### config.mk
export PLATFORM = sky130hd
export DESIGN_NAME = rv32i_mem_stage_flat
export DESIGN_NICKNAME = d
export VERILOG_FILES = /design/src/rtl/rv32i_pkg.sv /design/src/rtl/rv32i_mem_stage_if.sv /design/src/rtl/rv32i_load_align.sv /design/src/rtl/rv32i_mem_stage.sv /design/src/flat_wrapper.sv
export SDC_FILE = /design/constraint.sdc
export NUM_CORES = 1
export LEC_CHECK = 0
export BUFFER_PORTS_ARGS = -buffer_cell sky130_fd_sc_hd__clkbuf_2
export CORE_ASPECT_RATIO = 0.7
export CORE_UTILIZATION = 45
export CTS_BUF_LIST = sky130_fd_sc_hd__clkbuf_2
export CTS_CLUSTER_DIAMETER = 120
export DETAILED_ROUTE_END_ITERATION = 16
export GPL_TIMING_DRIVEN = 0
export MAX_ROUTING_LAYER = met4
export PLACE_DENSITY = 0.79
export SLEW_MARGIN = 20
export SYNTH_ARGS = -nofsm -noshare
export SYNTH_HDL_FRONTEND = slang
export SYNTH_SLANG_ARGS = --single-unit
### constraint.sdc
create_clock -name clk -period 2.6 [get_ports clk]
set_input_delay 0.65 -clock clk [delete_from_list [all_inputs] [get_ports clk]]
set_output_delay 0.65 -clock clk [all_outputs]
set_load 0.05 [all_outputs]
### src/rtl/rv32i_pkg.sv
// Shared constants for the RV32I memory stage: opcodes, func3 encodings,
// fault codes and the access FSM state type.
package rv32i_pkg;

  localparam logic [6:0] OpLoad  = 7'b0000011;
  localparam logic [6:0] OpStore = 7'b0100011;

  localparam logic [2:0] F3Byte  = 3'b000;
  localparam logic [2:0] F3Half  = 3'b001;
  localparam logic [2:0] F3Word  = 3'b010;
  localparam logic [2:0] F3ByteU = 3'b100;
  localparam logic [2:0] F3HalfU = 3'b101;

  typedef enum logic [1:0] {
    FaultNone     = 2'b00,
    FaultMisalign = 2'b01,
    FaultTimeout  = 2'b10
  } fault_e;

  typedef enum logic {
    StIdle,
    StAccess
  } state_e;

  function automatic logic func3_legal(input logic is_store, input logic [2:0] f3);
    if (is_store) return f3 inside {F3Byte, F3Half, F3Word};
    return f3 inside {F3Byte, F3Half, F3Word, F3ByteU, F3HalfU};
  endfunction

endpackage

### src/rtl/rv32i_mem_stage_if.sv
// Data-memory bus between the memory stage (master) and the data memory (slave).
interface rv32i_mem_stage_if;
  logic        dmem_req;
  logic        dmem_we;
  logic [29:0] dmem_addr;
  logic [3:0]  dmem_be;
  logic [31:0] dmem_wdata;
  logic [31:0] dmem_rdata;
  logic        dmem_ack;

  modport master (
    output dmem_req, dmem_we, dmem_addr, dmem_be, dmem_wdata,
    input  dmem_rdata, dmem_ack
  );

  modport slave (
    input  dmem_req, dmem_we, dmem_addr, dmem_be, dmem_wdata,
    output dmem_rdata, dmem_ack
  );
endinterface

### src/rtl/rv32i_load_align.sv
// Selects the addressed byte/half/word from a read word and sign/zero-extends it.
module rv32i_load_align
  import rv32i_pkg::*;
(
  input  logic [31:0] rdata_i,
  input  logic [2:0]  func3_i,
  input  logic [1:0]  addr_lo_i,
  output logic [31:0] data_o
);

  logic [31:0] shifted;
  logic [7:0]  byte_v;
  logic [15:0] half_v;

  always_comb begin
    shifted = rdata_i >> {addr_lo_i, 3'b000};
    byte_v  = shifted[7:0];
    half_v  = addr_lo_i[1] ? rdata_i[31:16] : rdata_i[15:0];
    unique case (func3_i)
      F3Byte:  data_o = {{24{byte_v[7]}}, byte_v};
      F3Half:  data_o = {{16{half_v[15]}}, half_v};
      F3ByteU: data_o = {24'd0, byte_v};
      F3HalfU: data_o = {16'd0, half_v};
      default: data_o = rdata_i;
    endcase
  end

endmodule

### src/rtl/rv32i_mem_stage.sv
// RV32I memory stage: passes non-memory ops through in one cycle and runs
// loads/stores on the data-memory bus with an ack timeout.
module rv32i_mem_stage
  import rv32i_pkg::*;
#(
  parameter int unsigned ACK_TIMEOUT = 15
) (
  input  logic                      clk,
  input  logic                      reset,
  input  logic                      valid_in,
  input  logic [31:0]               alu_in,
  input  logic [31:0]               iw_in,
  input  logic [31:0]               pc_in,
  input  logic [31:0]               rs2_data_in,
  input  logic                      wb_en_in,
  input  logic [4:0]                wb_reg_in,
  output logic                      stall_out,
  rv32i_mem_stage_if.master         dmem,
  output logic                      valid_out,
  output logic [31:0]               wb_data_out,
  output logic                      wb_en_out,
  output logic [4:0]                wb_reg_out,
  output logic [31:0]               iw_out,
  output logic [31:0]               pc_out,
  output logic [1:0]                fault_out
);

  localparam int unsigned CntW = (ACK_TIMEOUT > 1) ? $clog2(ACK_TIMEOUT) : 1;
  localparam logic [CntW-1:0] CntMax = CntW'(ACK_TIMEOUT - 1);

  state_e          state_q, state_d;
  logic [CntW-1:0] cnt_q, cnt_d;
  logic            we_q, we_d;
  logic [29:0]     addr_q, addr_d;
  logic [3:0]      be_q, be_d;
  logic [31:0]     wdata_q, wdata_d;
  logic [31:0]     pend_iw_q, pend_iw_d, pend_pc_q, pend_pc_d;
  logic [4:0]      pend_rd_q, pend_rd_d;
  logic            pend_wb_q, pend_wb_d;
  logic [2:0]      pend_f3_q, pend_f3_d;
  logic [1:0]      pend_lo_q, pend_lo_d;
  logic            valid_q, valid_d, wb_en_q, wb_en_d;
  logic [31:0]     wb_data_q, wb_data_d, iw_q, iw_d, pc_q, pc_d;
  logic [4:0]      wb_reg_q, wb_reg_d;
  fault_e          fault_q, fault_d;

  logic        is_load, is_store, legal, misaligned, wb_ok;
  logic [2:0]  f3;
  logic [31:0] ld_data;

  rv32i_load_align u_load_align (
    .rdata_i   (dmem.dmem_rdata),
    .func3_i   (pend_f3_q),
    .addr_lo_i (pend_lo_q),
    .data_o    (ld_data)
  );

  always_comb begin
    f3         = iw_in[14:12];
    is_load    = iw_in[6:0] == OpLoad;
    is_store   = iw_in[6:0] == OpStore;
    legal      = func3_legal(is_store, f3);
    misaligned = (f3[1:0] == 2'b01 && alu_in[0]) || (f3[1:0] == 2'b10 && alu_in[1:0] != 2'b00);
    wb_ok      = wb_en_in && (wb_reg_in != 5'd0);

    state_d   = state_q;
    cnt_d     = cnt_q;
    we_d      = we_q;
    addr_d    = addr_q;
    be_d      = be_q;
    wdata_d   = wdata_q;
    pend_iw_d = pend_iw_q;
    pend_pc_d = pend_pc_q;
    pend_rd_d = pend_rd_q;
    pend_wb_d = pend_wb_q;
    pend_f3_d = pend_f3_q;
    pend_lo_d = pend_lo_q;
    valid_d   = 1'b0;
    wb_en_d   = wb_en_q;
    wb_data_d = wb_data_q;
    wb_reg_d  = wb_reg_q;
    iw_d      = iw_q;
    pc_d      = pc_q;
    fault_d   = fault_q;

    unique case (state_q)
      StIdle: begin
        if (valid_in) begin
          if (is_load || is_store) begin
            pend_iw_d = iw_in;
            pend_pc_d = pc_in;
            pend_rd_d = wb_reg_in;
            pend_wb_d = is_load && wb_ok;
            pend_f3_d = f3;
            pend_lo_d = alu_in[1:0];
          end
          if ((is_load || is_store) && legal && !misaligned) begin
            state_d = StAccess;
            cnt_d   = '0;
            we_d    = is_store;
            addr_d  = alu_in[31:2];
            case (f3[1:0])
              2'b00:   begin be_d = 4'b0001 << alu_in[1:0]; wdata_d = {4{rs2_data_in[7:0]}};  end
              2'b01:   begin be_d = 4'b0011 << alu_in[1:0]; wdata_d = {2{rs2_data_in[15:0]}}; end
              default: begin be_d = 4'b1111;                wdata_d = rs2_data_in;           end
            endcase
            if (!is_store) begin
              be_d    = 4'b1111;
              wdata_d = '0;
            end
          end else begin
            // Retires at the accept edge: non-memory op, illegal func3 or misaligned.
            valid_d   = 1'b1;
            wb_data_d = alu_in;
            wb_reg_d  = wb_reg_in;
            iw_d      = iw_in;
            pc_d      = pc_in;
            wb_en_d   = (is_load || is_store) ? 1'b0 : wb_ok;
            fault_d   = ((is_load || is_store) && legal) ? FaultMisalign : FaultNone;
          end
        end
      end
      StAccess: begin
        if (dmem.dmem_ack || cnt_q == CntMax) begin
          state_d   = StIdle;
          valid_d   = 1'b1;
          wb_reg_d  = pend_rd_q;
          iw_d      = pend_iw_q;
          pc_d      = pend_pc_q;
          if (dmem.dmem_ack) begin
            wb_data_d = ld_data;
            wb_en_d   = pend_wb_q;
            fault_d   = FaultNone;
          end else begin
            wb_data_d = {addr_q, pend_lo_q};
            wb_en_d   = 1'b0;
            fault_d   = FaultTimeout;
          end
        end else begin
          cnt_d = cnt_q + 1'b1;
        end
      end
      default: state_d = StIdle;
    endcase
  end

  always_ff @(posedge clk) begin
    if (reset) begin
      state_q   <= StIdle;
      cnt_q     <= '0;
      we_q      <= 1'b0;
      addr_q    <= '0;
      be_q      <= '0;
      wdata_q   <= '0;
      pend_iw_q <= '0;
      pend_pc_q <= '0;
      pend_rd_q <= '0;
      pend_wb_q <= 1'b0;
      pend_f3_q <= '0;
      pend_lo_q <= '0;
      valid_q   <= 1'b0;
      wb_en_q   <= 1'b0;
      wb_data_q <= '0;
      wb_reg_q  <= '0;
      iw_q      <= '0;
      pc_q      <= '0;
      fault_q   <= FaultNone;
    end else begin
      state_q   <= state_d;
      cnt_q     <= cnt_d;
      we_q      <= we_d;
      addr_q    <= addr_d;
      be_q      <= be_d;
      wdata_q   <= wdata_d;
      pend_iw_q <= pend_iw_d;
      pend_pc_q <= pend_pc_d;
      pend_rd_q <= pend_rd_d;
      pend_wb_q <= pend_wb_d;
      pend_f3_q <= pend_f3_d;
      pend_lo_q <= pend_lo_d;
      valid_q   <= valid_d;
      wb_en_q   <= wb_en_d;
      wb_data_q <= wb_data_d;
      wb_reg_q  <= wb_reg_d;
      iw_q      <= iw_d;
      pc_q      <= pc_d;
      fault_q   <= fault_d;
    end
  end

  assign stall_out       = state_q != StIdle;
  assign dmem.dmem_req   = state_q == StAccess;
  assign dmem.dmem_we    = we_q;
  assign dmem.dmem_addr  = addr_q;
  assign dmem.dmem_be    = be_q;
  assign dmem.dmem_wdata = wdata_q;
  assign valid_out       = valid_q;
  assign wb_data_out     = wb_data_q;
  assign wb_en_out       = wb_en_q;
  assign wb_reg_out      = wb_reg_q;
  assign iw_out          = iw_q;
  assign pc_out          = pc_q;
  assign fault_out       = fault_q;

endmodule

### src/flat_wrapper.sv
// flat-port wrapper written by rule: the top's interface ports become plain ports
module rv32i_mem_stage_flat import rv32i_pkg::*;
#(
  parameter int unsigned ACK_TIMEOUT = 15
)
  (clk, reset, valid_in, alu_in, iw_in, pc_in, rs2_data_in, wb_en_in, wb_reg_in, stall_out, valid_out, wb_data_out, wb_en_out, wb_reg_out, iw_out, pc_out, fault_out, dmem_dmem_req, dmem_dmem_we, dmem_dmem_addr, dmem_dmem_be, dmem_dmem_wdata, dmem_dmem_rdata, dmem_dmem_ack);
  rv32i_mem_stage_if dmem_i ();
  input  logic clk;
  input  logic reset;
  input  logic valid_in;
  input  logic [31:0] alu_in;
  input  logic [31:0] iw_in;
  input  logic [31:0] pc_in;
  input  logic [31:0] rs2_data_in;
  input  logic wb_en_in;
  input  logic [4:0] wb_reg_in;
  output logic stall_out;
  output logic valid_out;
  output logic [31:0] wb_data_out;
  output logic wb_en_out;
  output logic [4:0] wb_reg_out;
  output logic [31:0] iw_out;
  output logic [31:0] pc_out;
  output logic [1:0] fault_out;
  output wire logic [$bits(dmem_i.dmem_req)-1:0] dmem_dmem_req;
  output wire logic [$bits(dmem_i.dmem_we)-1:0] dmem_dmem_we;
  output wire logic [$bits(dmem_i.dmem_addr)-1:0] dmem_dmem_addr;
  output wire logic [$bits(dmem_i.dmem_be)-1:0] dmem_dmem_be;
  output wire logic [$bits(dmem_i.dmem_wdata)-1:0] dmem_dmem_wdata;
  input wire logic [$bits(dmem_i.dmem_rdata)-1:0] dmem_dmem_rdata;
  input wire logic [$bits(dmem_i.dmem_ack)-1:0] dmem_dmem_ack;
  assign dmem_dmem_req = dmem_i.dmem_req;
  assign dmem_dmem_we = dmem_i.dmem_we;
  assign dmem_dmem_addr = dmem_i.dmem_addr;
  assign dmem_dmem_be = dmem_i.dmem_be;
  assign dmem_dmem_wdata = dmem_i.dmem_wdata;
  assign dmem_i.dmem_rdata = dmem_dmem_rdata;
  assign dmem_i.dmem_ack = dmem_dmem_ack;
  rv32i_mem_stage #(.ACK_TIMEOUT(ACK_TIMEOUT)) u_core (.clk(clk), .reset(reset), .valid_in(valid_in), .alu_in(alu_in), .iw_in(iw_in), .pc_in(pc_in), .rs2_data_in(rs2_data_in), .wb_en_in(wb_en_in), .wb_reg_in(wb_reg_in), .stall_out(stall_out), .dmem(dmem_i), .valid_out(valid_out), .wb_data_out(wb_data_out), .wb_en_out(wb_en_out), .wb_reg_out(wb_reg_out), .iw_out(iw_out), .pc_out(pc_out), .fault_out(fault_out));
endmodule
# ---- Word level (Yosys, flattened, before mapping)
# Index checks and enable logic that the tools add are counted.
dict set report word_totals {
  regBits 252
  in_bits 170
  output_inout_bits 174
  elab_cells 112
}
dict set report classes {
  n_addsub 1
  n_eq_ne 17
  shifts 3
  mux 50
  bitwise 1
  reduce_logical 21
}
# op count
set op_table {}
lappend op_table {{$mux 32} 11}
lappend op_table {{$pmux 32 s2} 4}
lappend op_table {{$pmux 32 s4} 1}
lappend op_table {{$shr 32x5->8} 1}
lappend op_table {{$mux 16} 1}
lappend op_table {{$mux 4} 4}
lappend op_table {{$pmux 4 s2} 2}
lappend op_table {{$mux 1} 15}
lappend op_table {{$mux 5} 3}
lappend op_table {{$eq 3x3->1 const B} 4}
lappend op_table {{$reduce_and 3->1} 4}
lappend op_table {{$pmux 5 s2} 1}
lappend op_table {{$reduce_bool 5->1} 2}
lappend op_table {{$mux 2} 4}
lappend op_table {{$ne 2x2->1 const B} 4}
lappend op_table {{$eq 7x2->1 const B} 1}
lappend op_table {{$eq 7x6->1 const B} 1}
lappend op_table {{$eq 3x1->1 const B} 2}
lappend op_table {{$logic_and 1x1->1} 6}
lappend op_table {{$logic_not 3->1} 2}
lappend op_table {{$pmux 1 s2} 3}
lappend op_table {{$add 4x1->4 const B} 1}
lappend op_table {{$eq 4x4->1 const B} 1}
lappend op_table {{$pmux 2 s2} 1}
lappend op_table {{12 further kinds} 14}

# ---- Depth between registers and ports, before layout
dict set report logic_depth {
  depth_word 9
  ltp_mapped 9
  depth_no_buf 7
}

# ---- Cells and area by module
# A second synthesis with hierarchy kept.
dict set report hier_totals {
  hier_cells 1288
  hier_area_um2 10786.6
}
# module n_inst cells_per_inst area_each_um2 seq_area_each_um2
set modules_own_cells {}
lappend modules_own_cells {rv32i_mem_stage 1 1170 9987.1 4984.8}
lappend modules_own_cells {rv32i_load_align 1 118 799.5 0.0}

# ---- Worst setup path before layout
# OpenSTA, ideal clock, no wires.
dict set report synth_timing {
  path_type {in2reg}
  startpoint {in alu_in[0]}
  endpoint {reg u_core.wdata_q[28] (netlist: u_core.dmem.dmem_wdata[28])}
  setup_time_ns 0.117
  t_arrival_ns 1.953
  t_required_ns 2.483
  path_slack_ns 0.530
  path_stages 8
  n_path_buf 3
  cell_sequence {buf_2 -> o21ai_1 -> a2bb2oi_2 -> and3_1 -> buf_2 -> nor2_2 -> buf_2 -> a22o_1}
}
dict set report synth_via {
  elab_chain_cells 6
  elab_cells_between_ends 7
  classes_between {reduce/logical (7)}
}
# item line
set synth_lines {}
lappend synth_lines {{from (decl)} flat_wrapper.sv:11} ;# input logic [31:0] alu_in;
lappend synth_lines {{$reduce_bool 2->1} rv32i_mem_stage.sv:63} ;# misaligned = (f3[1:0] == 2'b01 && alu_in[0]) || (f3[1:0] == 2'b10 && alu_in[1:0] != 2'b00);
lappend synth_lines {{$logic_and 1x1->1} rv32i_mem_stage.sv:63}
lappend synth_lines {{$logic_or 1x1->1 *} rv32i_mem_stage.sv:63}
lappend synth_lines {{$logic_not 1->1 *} rv32i_mem_stage.sv:97} ;# if ((is_load || is_store) && legal && !misaligned) begin
lappend synth_lines {{$logic_and 1x1->1 *} rv32i_mem_stage.sv:97}
lappend synth_lines {{$reduce_and 3->1 (no source line) *} n/a}
lappend synth_lines {{to (signal assigned)} rv32i_mem_stage.sv:174} ;# wdata_q <= wdata_d;
lappend synth_lines {{to (decl)} rv32i_mem_stage.sv:36} ;# logic [31:0] wdata_q, wdata_d;
# Mark *: on every way between the ends. The rest lies on a longest branch, timed or not.
# A chain may end at the register's enable or synchronous reset.

# ---- Final worst setup path
dict set report layout_timing {
  startpoint {reg u_core.state_q (netlist: u_core.dmem.dmem_req)}
  endpoint {reg u_core.pc_q[30] (netlist: u_core.pc_out[30])}
}
dict set report layout_via {
  elab_chain_cells 3
  elab_cells_between_ends 6
  classes_between {eq/ne (3); mux (1); bitwise (1); reduce/logical (1)}
}
# item line
set layout_lines {}
lappend layout_lines {{from (decl)} rv32i_mem_stage.sv:31} ;# state_e state_q, state_d;
lappend layout_lines {{from (signal assigned)} rv32i_mem_stage.sv:149} ;# state_q <= StIdle;
lappend layout_lines {{from (signal assigned)} rv32i_mem_stage.sv:169} ;# state_q <= state_d;
lappend layout_lines {{$not 1->1} rv32i_mem_stage.sv:86} ;# unique case (state_q)
lappend layout_lines {{$ne 2x2->1 (no source line)} n/a}
lappend layout_lines {{$reduce_and 3->1 (no source line)} n/a}
lappend layout_lines {{to (signal assigned)} rv32i_mem_stage.sv:186} ;# pc_q <= pc_d;
lappend layout_lines {{to (decl)} rv32i_mem_stage.sv:43} ;# logic [31:0] wb_data_q, wb_data_d, iw_q, iw_d, pc_q, pc_d;
# Parallel ways exist; a longest one is shown, timed or not.

==> key figures <==
Finish
  – Syn-to-layout area delta: 35.12%
  – Share of cells above drive strength 1: 0.2627
  – Fin area: 14820 µm²
  – Layout Utilization: 0.6237
  – Final nets: 1966
  – Final Instance Count excl. Fillers: 2155

Synthesis
  – Sequential share of the synthesized area: 0.4545
  – Most frequent cell after synthesis: dfxtp_1
  – Post-synth EDFFs: 0
  – Commonest cells in the synthesized netlist: 249 x dfxtp_1, 233 x nand2_1, 111 x nor3_1, 110 x a21oi_1, 93 x mux2i_1
  – Yosys warning total: 0
  – Synth area leaders: dfxtp_1 45%, mux2i_1 8.5%, nand2_1 8.0%
  – Cells after Synth: 1270
  – Post-Syn Area: 10970 µm²
  – Post-synth top area share: 0.4545
  – Main synth FF type: dfxtp_1
  – Syn_nets: 1442
  – Post-synthesis async set-or-reset flop share: 0
  – Netlist cell types: 54
  – #FFs+latches synth: 249
  – Synth Area per Inst: 8.635 µm²
  – Post-synth top area cell: dfxtp_1

Floorplanning
  – Starting density of the core: 0.4616
  – Boundary Pins: 344
  – Core ar.: 23760 µm²
  – Chip width: 188.6 µm
  – Chip height: 132.6 µm
  – Die area: 25010 µm²
  – Std-Cell Rows: 47

STA
  – Endpoints failing hold: 0
  – Worst Skew: 0.1108 ns
  – Setup Viol. Count Final: 0
  – Min Hold Slack: 0.1117 ns
  – Unrepaired setup endpoints after global routing: no
  – Worst setup margin: 0.1572 ns
  – Final period utilization: 0.9395
  – Max frequency: 409.4 MHz
  – Final count of pins violating max slew: 0
  – Period minus WS final: 2.443 ns
  – Worst-Margin Slew: 1.050 ns
  – Slew margin rel.: 0.2972
  – Setup TNS: 0 ns

GRT
  – Largest net degree at the start of global routing: 17
  – Vias in the first global route: 12007
  – Gr usage total: 0.3474
  – Overflow after GRT: 0
  – First-pass GRT wire length: 65910 µm
  – Initial antenna violation count: 1

Clock tree
  – CTS tree: done
  – CTS sink cnt: 249
  – Root Buffer: clkbuf_2
  – Worst-path clk slew: 0.13 ns
  – Post-CTS Setup Inserts: 0
  – Longest Clk Path Bufs: 3
  – CTS buffer count: 61
  – Worst skew pair latency: 0.98 ns
  – # H-tree levels: 2

Worst setup path
  – CP top delay family: buffers and inverters
  – CP most frequent cell: clkbuf_1
  – CP peak stage delay: 0.75 ns
  – Slowest cell on crit path: clkbuf_1
  – CP endpoint kind: register
  – WP data arrival: 3.23 ns
  – Crit Path Max Fanout: 10
  – Kind of critical path: register to register
  – Startpoint Class: register
  – Critical path buffers and inverters: 3
  – CP required: 3.39 ns
  – Crit-path cells: clkbuf_1 > clkbuf_1 > clkbuf_1 > mux2i_1 > a211oi_1

Power
  – P_sw: 2.664 mW
  – Internal: 5.386 mW
  – Pwr Total: 8.050 mW
  – Worst VDD drop: 0.3359 mV
  – Combinational share of power: 0.173
  – Switching portion of total power: 0.3309
  – Clk network pwr share: 0.329
  – Sequential Power Share: 0.498
  – Pwr/cell area: 543.2 nW/µm²
  – Leak Pwr: 6.013 nW

Detailed routing
  – Vias per cell: 5.791
  – DR iter-0 viols: 963
  – Drc violations: 0
  – Vias: 12480
  – Wire per inst: 20.27 µm
  – Drt total wl: 43670 µm
  – Pre-antenna DRT Iters: 6
  – Final ANT Viol Nets: 0

Status
  – Status: completed

Place
  – Pre-CTS setup slack: -0.2618 ns
  – IO buf count: 341
  – Placed Cells: 1929
  – Area after DPL: 13070 µm²
  – RePlAce Congestion: 0.9559
  – Dpl hpwl: 30300 µm

Flow run
  – Maxcap violations: 0

Worst hold path
  – Worst min-delay path category: input pin to register
flip-flops by register name, summed over array words and instances, names as in the netlist:
name and cells:
u_core.dmem.dmem_addr 30, u_core.valid_out 1, u_core.pc_out 32, u_core.pend_lo_q 2, u_core.fault_out 2, u_core.dmem.dmem_wdata 32
u_core.pend_iw_q 30, u_core.dmem.dmem_req 1, u_core.pend_wb_q 1, u_core.cnt_q 4, u_core.pend_pc_q 32, u_core.wb_reg_out 5
u_core.iw_out 32, u_core.pend_rd_q 5, u_core.wb_data_out 32, u_core.pend_f3_q 2, u_core.wb_en_out 1, u_core.dmem.dmem_we 1
u_core.dmem.dmem_be 4
area by class of cell:
type                            count  area (µm²)
Clock inverter                     17       95.09
Fill cell                        2084        8940
Clock buffer                       87       435.4
Inverter                            9       33.78
Sequential cell                   249        4985
Timing Repair Buffer              462        2918
Buffer                            126       551.8
Antenna cell                        2       5.005
Tap cell                          318       397.9
Multi-Input combinational cell    885        5396
kinds of logic (layout without fill, tap and decap cells):
kind of cell / after synthesis / after routing / synth area share
simple gates: 452 / 452 / 0.1906
compound gates: 333 / 333 / 0.2084
mux: 96 / 96 / 0.08899
other cells: 0 / 2 / 0
xor+xnor: 2 / 2 / 0.001598
buf+inv: 136 / 701 / 0.05351
flops: 249 / 249 / 0.4545
fa+ha+maj: 2 / 2 / 0.002281
timing repair:
action,in CTS,in global routing
resized for setup,0,3
endpoints found under the setup margin,6,17
endpoints found under the hold margin,163,0
hold buffers,121,0
power groups by stage:
stage               clock [mW]  sequential, mW  combinational, mW
floorplan                    0            4.48              0.373
global placement             0            4.09               1.20
detailed placement           0            4.09               1.22
CTS                       2.66            4.01               1.36
global route              2.86            4.02               1.46
finish                    2.65            4.01               1.39
placed cells by master, fill, tap and decap left out, drive strengths merged, types with 17 or more instances in the layout:
cell type | synthesis | layout
clkbuf | 79 | 508
dfxtp | 249 | 249
nand2 | 234 | 234
a21oi | 110 | 110
a311oi | 33 | 33
o21ai | 28 | 28
o2bb2ai | 17 | 17
o221ai | 30 | 30
mux2i | 93 | 93
nor3 | 111 | 111
nand2b | 25 | 25
nor2 | 31 | 31
a211oi | 71 | 71
buf | 48 | 46
a22o | 17 | 17
dlygate4sd3 | 0 | 121
and2 | 18 | 18
routing by layer:
metal / GRT usage / vias up / part of all wire
met5: - / - / 0
met1: 0.4490 / 5913 / 0.42
li1: - / 5670 / -
met3: 0.06976 / 121 / 0.094
met2: 0.5292 / 776 / 0.45
met4: 0.1434 / 0 / 0.036
tightest hold or removal path, stage by stage:
cell and delay [ns]:
clkbuf_2 0.11, mux2i_1 0.08, o2bb2ai_1 0.12
final timing paths:
check	start	slack (ns)	cells past startpoint	to
setup / recovery	u_core.dmem.dmem_req$_SDFF_PP0_	0.16	5	u_core.pc_out[30]$_SDFFE_PP0P_
hold / removal	rs2_data_in[20]	0.11	3	u_core.dmem.dmem_wdata[20]$_SDFFE_PP0P_
setup reg to reg	u_core.dmem.dmem_req$_SDFF_PP0_	0.16	5	u_core.pc_out[30]$_SDFFE_PP0P_
hold reg to reg	u_core.pend_iw_q[16]$_SDFFE_PP0P_	0.46	2	u_core.pend_iw_q[16]$_SDFFE_PP0P_
No activity file was read; power rests on OpenSTA's default activity.
